[src/rtl/regs_pkg.sv]
// rtl/regs_pkg.sv - shared constants and types for the RV32I register file
//
// Purpose : address/data bus types and well-known constants used by regs
//           and regs_rport.
// Ports   : none (package)
package regs_pkg;

   localparam int          RegNum       = 32;
   localparam logic [31:0] ZeroWord     = 32'h0;
   localparam logic [4:0]  ZeroReg      = 5'h0;
   localparam logic        WriteEnable  = 1'b1;
   localparam logic        WriteDisable = 1'b0;

   typedef logic [4:0]  reg_addr_t;   // RegAddrBus (4:0)
   typedef logic [31:0] reg_bus_t;    // RegBus (31:0)

endpackage

[src/rtl/regs_rport.sv]
// rtl/regs_rport.sv - one combinational read port of the register file
//
// Purpose : x0 check, write-to-read bypass compare and storage select.
// Ports   : raddr_i   read address
//           byp_en_i  a write is being presented this cycle (and not in reset)
//           waddr_i   address of the write being presented
//           wdata_i   data of the write being presented
//           regs_i    committed storage
//           rdata_o   read data
module regs_rport
   import regs_pkg::*;
#(
   parameter int REG_NUM = RegNum,
   parameter int REG_W   = 32
) (
   input  logic [4:0]                    raddr_i,
   input  logic                          byp_en_i,
   input  logic [4:0]                    waddr_i,
   input  logic [REG_W-1:0]              wdata_i,
   input  logic [REG_NUM-1:0][REG_W-1:0] regs_i,
   output logic [REG_W-1:0]              rdata_o
);

   always_comb begin
      rdata_o = '0;
      if (raddr_i == ZeroReg) begin
         rdata_o = '0;
      end else if (byp_en_i && (waddr_i == raddr_i)) begin
         rdata_o = wdata_i;
      end else begin
         rdata_o = regs_i[raddr_i];
      end
   end

endmodule

[src/rtl/regs.sv]
// rtl/regs.sv - 32 x 32-bit RV32I integer register file with bypass
//
// Purpose : write-back commit from ex, two combinational bypassed read ports
//           for id, committed-write counter and x0-write flag.
//           Optional registered debug read port when REGS_DBG_EN is defined.
// Ports   : clk, rst            clock, async active-high reset
//           reg_waddr_i/wdata_i/wen_i   write from ex
//           reg1_raddr_i, reg2_raddr_i  read addresses from id
//           reg1_rdata_o, reg2_rdata_o  read data
//           wcnt_o              committed writes to x1..x31 (wraps)
//           wr_x0_o             previous cycle attempted a write to x0
//           dbg_raddr_i, dbg_rdata_o    (REGS_DBG_EN only) registered debug read
module regs
   import regs_pkg::*;
#(
   parameter int REG_NUM = RegNum,
   parameter int REG_W   = 32,
   parameter int WCNT_W  = 32
) (
   input  logic              clk,
   input  logic              rst,
   input  logic [4:0]        reg_waddr_i,
   input  logic [REG_W-1:0]  reg_wdata_i,
   input  logic              reg_wen_i,
   input  logic [4:0]        reg1_raddr_i,
   input  logic [4:0]        reg2_raddr_i,
   output logic [REG_W-1:0]  reg1_rdata_o,
   output logic [REG_W-1:0]  reg2_rdata_o,
   output logic [WCNT_W-1:0] wcnt_o,
`ifdef REGS_DBG_EN
   input  logic [4:0]        dbg_raddr_i,
   output logic [REG_W-1:0]  dbg_rdata_o,
`endif
   output logic              wr_x0_o
);

   logic [REG_NUM-1:0][REG_W-1:0] regs_q;
   logic [WCNT_W-1:0]             wcnt_q, wcnt_d;
   logic                          wr_x0_q, wr_x0_d;
   logic                          commit;
   logic                          byp_en;

   assign commit  = (reg_wen_i == WriteEnable) && (reg_waddr_i != ZeroReg);
   // Bypass is suppressed during reset so reads return the cleared storage.
   assign byp_en  = (reg_wen_i == WriteEnable) && !rst;
   assign wcnt_d  = commit ? wcnt_q + WCNT_W'(1) : wcnt_q;
   assign wr_x0_d = (reg_wen_i == WriteEnable) && (reg_waddr_i == ZeroReg);

   always_ff @(posedge clk or posedge rst) begin
      if (rst) begin
         regs_q  <= '0;
         wcnt_q  <= '0;
         wr_x0_q <= 1'b0;
      end else begin
         if (commit) begin
            regs_q[reg_waddr_i] <= reg_wdata_i;
         end
         wcnt_q  <= wcnt_d;
         wr_x0_q <= wr_x0_d;
      end
   end

   assign wcnt_o  = wcnt_q;
   assign wr_x0_o = wr_x0_q;

   regs_rport #(.REG_NUM(REG_NUM), .REG_W(REG_W)) u_rport1 (
      .raddr_i  (reg1_raddr_i),
      .byp_en_i (byp_en),
      .waddr_i  (reg_waddr_i),
      .wdata_i  (reg_wdata_i),
      .regs_i   (regs_q),
      .rdata_o  (reg1_rdata_o)
   );

   regs_rport #(.REG_NUM(REG_NUM), .REG_W(REG_W)) u_rport2 (
      .raddr_i  (reg2_raddr_i),
      .byp_en_i (byp_en),
      .waddr_i  (reg_waddr_i),
      .wdata_i  (reg_wdata_i),
      .regs_i   (regs_q),
      .rdata_o  (reg2_rdata_o)
   );

`ifdef REGS_DBG_EN
   // Debug read shows committed storage only, one cycle after the address.
   logic [REG_W-1:0] dbg_rdata_q, dbg_rdata_d;

   assign dbg_rdata_d = (dbg_raddr_i == ZeroReg) ? '0 : regs_q[dbg_raddr_i];

   always_ff @(posedge clk or posedge rst) begin
      if (rst) begin
         dbg_rdata_q <= '0;
      end else begin
         dbg_rdata_q <= dbg_rdata_d;
      end
   end

   assign dbg_rdata_o = dbg_rdata_q;
`endif

endmodule

[config.mk]
export PLATFORM = sky130hd
export DESIGN_NAME = regs
export DESIGN_NICKNAME = d
export VERILOG_FILES = /design/src/rtl/regs_pkg.sv /design/src/rtl/regs_rport.sv /design/src/rtl/regs.sv
export SDC_FILE = /design/constraint.sdc
export NUM_CORES = 2
export LEC_CHECK = 0
export CAP_MARGIN = 40
export CORE_ASPECT_RATIO = 0.8
export CORE_MARGIN = 2
export CORE_UTILIZATION = 35
export DETAILED_ROUTE_END_ITERATION = 7
export PLACE_DENSITY = 0.51
export SLEW_MARGIN = 20
export SYNTH_ARGS = -nofsm -noshare
export SYNTH_HDL_FRONTEND = slang
export SYNTH_SLANG_ARGS = --single-unit
export TNS_END_PERCENT = 100
[constraint.sdc]
create_clock -name clk -period 96.2 [get_ports clk]
set_input_delay 19.24 -clock clk [delete_from_list [all_inputs] [get_ports clk]]
set_output_delay 19.24 -clock clk [all_outputs]
set_load 0.05 [all_outputs]
After elaboration in Yosys (flattened, before gate mapping):

Index checks and enable logic that the tools add are counted.

* output and inout bits: 97
* flip-flop bits (word level): 1057
* input port bits: 50
* logic and storage cells: 63

* muxes and demuxes: 11
* equal/unequal tests: 2
* $lt $le $gt $ge: 4
* $add $sub $neg: 1
* reduce and logical (&&, ||, !) cells: 11

Operators with widths (number)
* $bwmux 1024: 1
* $bmux 32 s5: 2
* $mux 32: 7
* $demux 32 s5: 1
* $add 32x1->32 const B: 1
* $lt 5x6->1 const B: 3
* $logic_not 5->1: 3
* $eq 5x5->1: 2
* $logic_and 1x1->1: 6
* $ge 5x1->1 const B: 1
* $reduce_bool 5->1: 1
* $logic_not 1->1: 1

Logic depth before layout (Yosys ltp):

* word-level depth: 5
* gate-level depth with buffers: 10
* gate-level depth less buffers: 5

Hierarchy:

From an unflattened synthesis, not the netlist that was laid out.

* cell total of the unflattened synthesis: 4120
* area total of the unflattened synthesis: 57600.2 um^2

Modules (own cells, without submodules)
* regs: instances 1, cells each 2416, area each 39420.3 um^2, sequential area each 26450.4 um^2
* regs_rport: instances 2, cells each 852, area each 9090.0 um^2, sequential area each 0.0 um^2

Least setup slack after synthesis:

No wires, ideal clock.

* path kind: in2out
* start: in rst
* end: out reg1_rdata_o[11]
* data arrival time: 47742 ps
* path slack: 29218 ps
* data required time: 76960 ps
* stages: 5
* path buffers: 2
* path through: inv_1 > nand4_1 > clkbuf_1 > clkbuf_1 > o221ai_1

* cells in the longest elaborated chain, start to end: 5

RTL lines
* start: declaration: line regs.sv:21 `input logic rst,`
* $logic_not 1->1 (no line)
* $logic_and 1x1->1: line regs.sv:45 `assign byp_en = (reg_wen_i == WriteEnable) && !rst;`
* $logic_and 1x1->1: line regs_rport.sv:28 `end else if (byp_en_i && (waddr_i == raddr_i)) begin`
* $mux 32: line regs_rport.sv:28
* $mux 32: line regs_rport.sv:26 `if (raddr_i == ZeroReg) begin`
* end: declaration: line regs.sv:27 `output logic [REG_W-1:0] reg1_rdata_o,`

Every way passes these cells.

Worst setup path after layout:

* start: in reg1_raddr_i[0]
* end: out reg1_rdata_o[17]

* cells in the longest elaborated chain, start to end: 4
* elaborated cells between the ends (all ways): 7
* those cells by class: 1 x eq/ne; 4 x mux; 2 x reduce/logical

RTL lines
* start: declaration: line regs.sv:25 `input logic [4:0] reg1_raddr_i,`
* $bmux 32 s5 or $eq 5x5->1 (tied branches): line regs_rport.sv:31, regs_rport.sv:28
* $mux 32 (not written as such) or $logic_and 1x1->1 (tied branches): line regs_rport.sv:31, regs_rport.sv:28
* $mux 32: line regs_rport.sv:28
* $mux 32 (*): line regs_rport.sv:26

Every way passes the cells marked *; elsewhere a longest branch is shown, timed or not. The select of a mux whose other input is x is not followed.

==> impl_metrics.ini <==
[worst_hold_path]
min_path_type = reg -> reg
min_to = regs_q[28]
whs_path_depth = 0
min-delay-start = regs_q[28]

[die]
die_area_mm2 = 0.166
dieWidth_um = 455
start_util_pct = 35.2
rows = 132
dieHeight_um = 365
pin_count = 147
fp.coreArea_mm2 = 0.162

[finish]
final_util_pct = 40.6
area_growth_syn_to_layout_pct = 15.2
multi_input_area_mm2 = 0.0288
n_fill_cell = 14900
regArea_mm2 = 0.0265
final_cells = 6190
nets = 3996
final_cell_mix = dfrtp_1, mux2_2, mux4_2
drive_gt1_share_pct = 42.6
final_common_cell = dfrtp_1
stdcell_area_mm2 = 0.0657

[cts]
post_cts_buffers = 0
htree_levels = 3
cts-hold-fix-buffers = 0
cts_sinks = 1057
cts_resized = 0
clk_pin_slew_ps = 60
cts_tree = done
numCtsBuffers = 120
insertion_delay_ps = 740
clockBufferDepth = 3
cts-root-buf = clkbuf_16

[synth]
synth_area_leaders = dfrtp_1, mux2_2, mux4_2, mux2i_1, mux2_1
syn_inst = 3961
syn_area_mm2 = 0.0570
synth-seq-cells = 1057
ys_types = 59
synth_largest_area_cell = dfrtp_1
yosys_warnings = 0
postSynthAreaPerCell_um2 = 14.4
syn_nets = 4012
synthArstFlopShare_pct = 100
synth-seq-area-share_pct = 46.4
synthFlopType = dfrtp_1
synth_edf_count = 0
synth_top_area_share_pct = 46.4

[grt]
use_met2_pct = 38.8
grt_start_max_net_pins = 152
grt_first_pass_wirelength_um = 291000
gr-usage-met3_pct = 3.63
grt_pass1_vias = 37800
globalRouteOverflowTotal = 0
grtUsageMet1_pct = 34.0
grt_busiest_layer = met2
track_usage_pct = 24.2
antenna_found_initial = 2

[power_and_ir_drop]
p_leak_uw = 0.0283
power_density_mw_per_mm2 = 21.1
peakVddDrop_mv = 0.0137

[job]
cap_violations = 0

[critical_path]
r2r-start = wcnt_o[7]
timing.rr.end = wcnt_o[24]
required_ps = 76960
path_class = in -> out
crit_fanout = 86
worstRegToRegCells = 5
cp-start-kind = input port
rrSetupSlack_ps = 93940
critPathArrivalTime_ps = 24070
end_kind = output pin

[timing]
period_share_pct = 45.0
period_needed_ps = 43310
relSlewSlack_pct = 38.2
setup_violations = 0
setup_tns_ps = 0
slew_viol_final = 0
fin_skew_ps = 8.58
worst_slew_pin_slew_ps = 927
fmax_mhz = 23.1
hold_viol = 0
grt_setup_unrepaired = false
fin_ws_ps = 52890

[route]
post_drt_wl_per_cell_um = 32.6
ant_nets = 0
dr.pass1.iters = 7
drc = 0
dr.first_iter.drc_count = 3382
avgViaCountPerCell = 6.04
wl_um = 202000
vias = 37400

[place]
placed_cell_area_mm2 = 0.0612
hpwl_um = 118000
place_congestion = 0.781
dp.cells = 5959
pre_cts_slack_ps = 52290
port_buffers = 146

[run_status]
status = finished clean
critical path: stages:
cell,delay [ps]
buf_8,390
buf_4,300
buf_12,480
buf_4,690
buf_4,590
mux2i_1,150
a221oi_1,370
o21ai_1,130
a211oi_1,430
o221a_1,270
clkdlybuf4s50_1,810
registers in the layout, summed over array words and instances, names as in the netlist:
register,cells
wr_x0_o,1
regs_q,1024
wcnt_o,32
final cells by class:
type / instances / area share, %
multi-input cells: 2445 / 43.8
flip-flops and latches: 1057 / 40.3
clock buffers: 183 / 5.74
repair buffers: 312 / 5.18
well taps: 2144 / 4.08
clock inverters: 37 / 0.836
inverters: 9 / 0.0667
diodes: 3 / 0.0114
per-stage QoR:
step | hold WS, ps | total power [uW]
finish | 394 | 1390
CTS | 397 | 1390
floorplan | 441 | 804
detailed placement | 383 | 889
global route | 406 | 1450
global placement | 378 | 881
kinds of logic after synthesis:
group / Yosys count / share of synthesized area [%]
flops: 1057 / 46.4
xor+xnor: 40 / 0.614
simple gates: 326 / 2.90
compound gates: 406 / 5.52
mux: 1672 / 40.9
buf+inv: 459 / 3.64
fa+ha+maj: 1 / 0.0219
synth_stat cells (42+ instances only):
library cell	number
a211oi_1	72
a221oi_1	59
a22oi_1	50
buf_1	52
buf_2	79
clkbuf_1	270
dfrtp_1	1057
mux2_1	128
mux2_2	864
mux2i_1	252
mux4_2	428
nand2_1	86
nand3_1	49
nor2_1	42
nor2b_1	57
report_power, final:
part | internal (uW) | switching (uW)
clock network | 305 | 198
registers | 528 | 62.1
logic | 161 | 132
total | 994 | 392
layer usage:
layer / vias up / wire [um]
met1: 20500 / 90200
met3: 329 / 10600
met5: - / 0
li1: 15300 / -
met4: 0 / 6770
met2: 1208 / 94400
worst max path at each step:
stage / end / start
detailed placement: reg1_rdata_o[12] / reg1_raddr_i[0]
floorplan: reg1_rdata_o[11] / rst
CTS: reg1_rdata_o[12] / reg1_raddr_i[0]
global placement: reg1_rdata_o[10] / reg1_raddr_i[0]
global route: reg1_rdata_o[12] / reg1_raddr_i[0]
finish: reg1_rdata_o[17] / reg1_raddr_i[0]
Power figures use the tool's default switching activity.
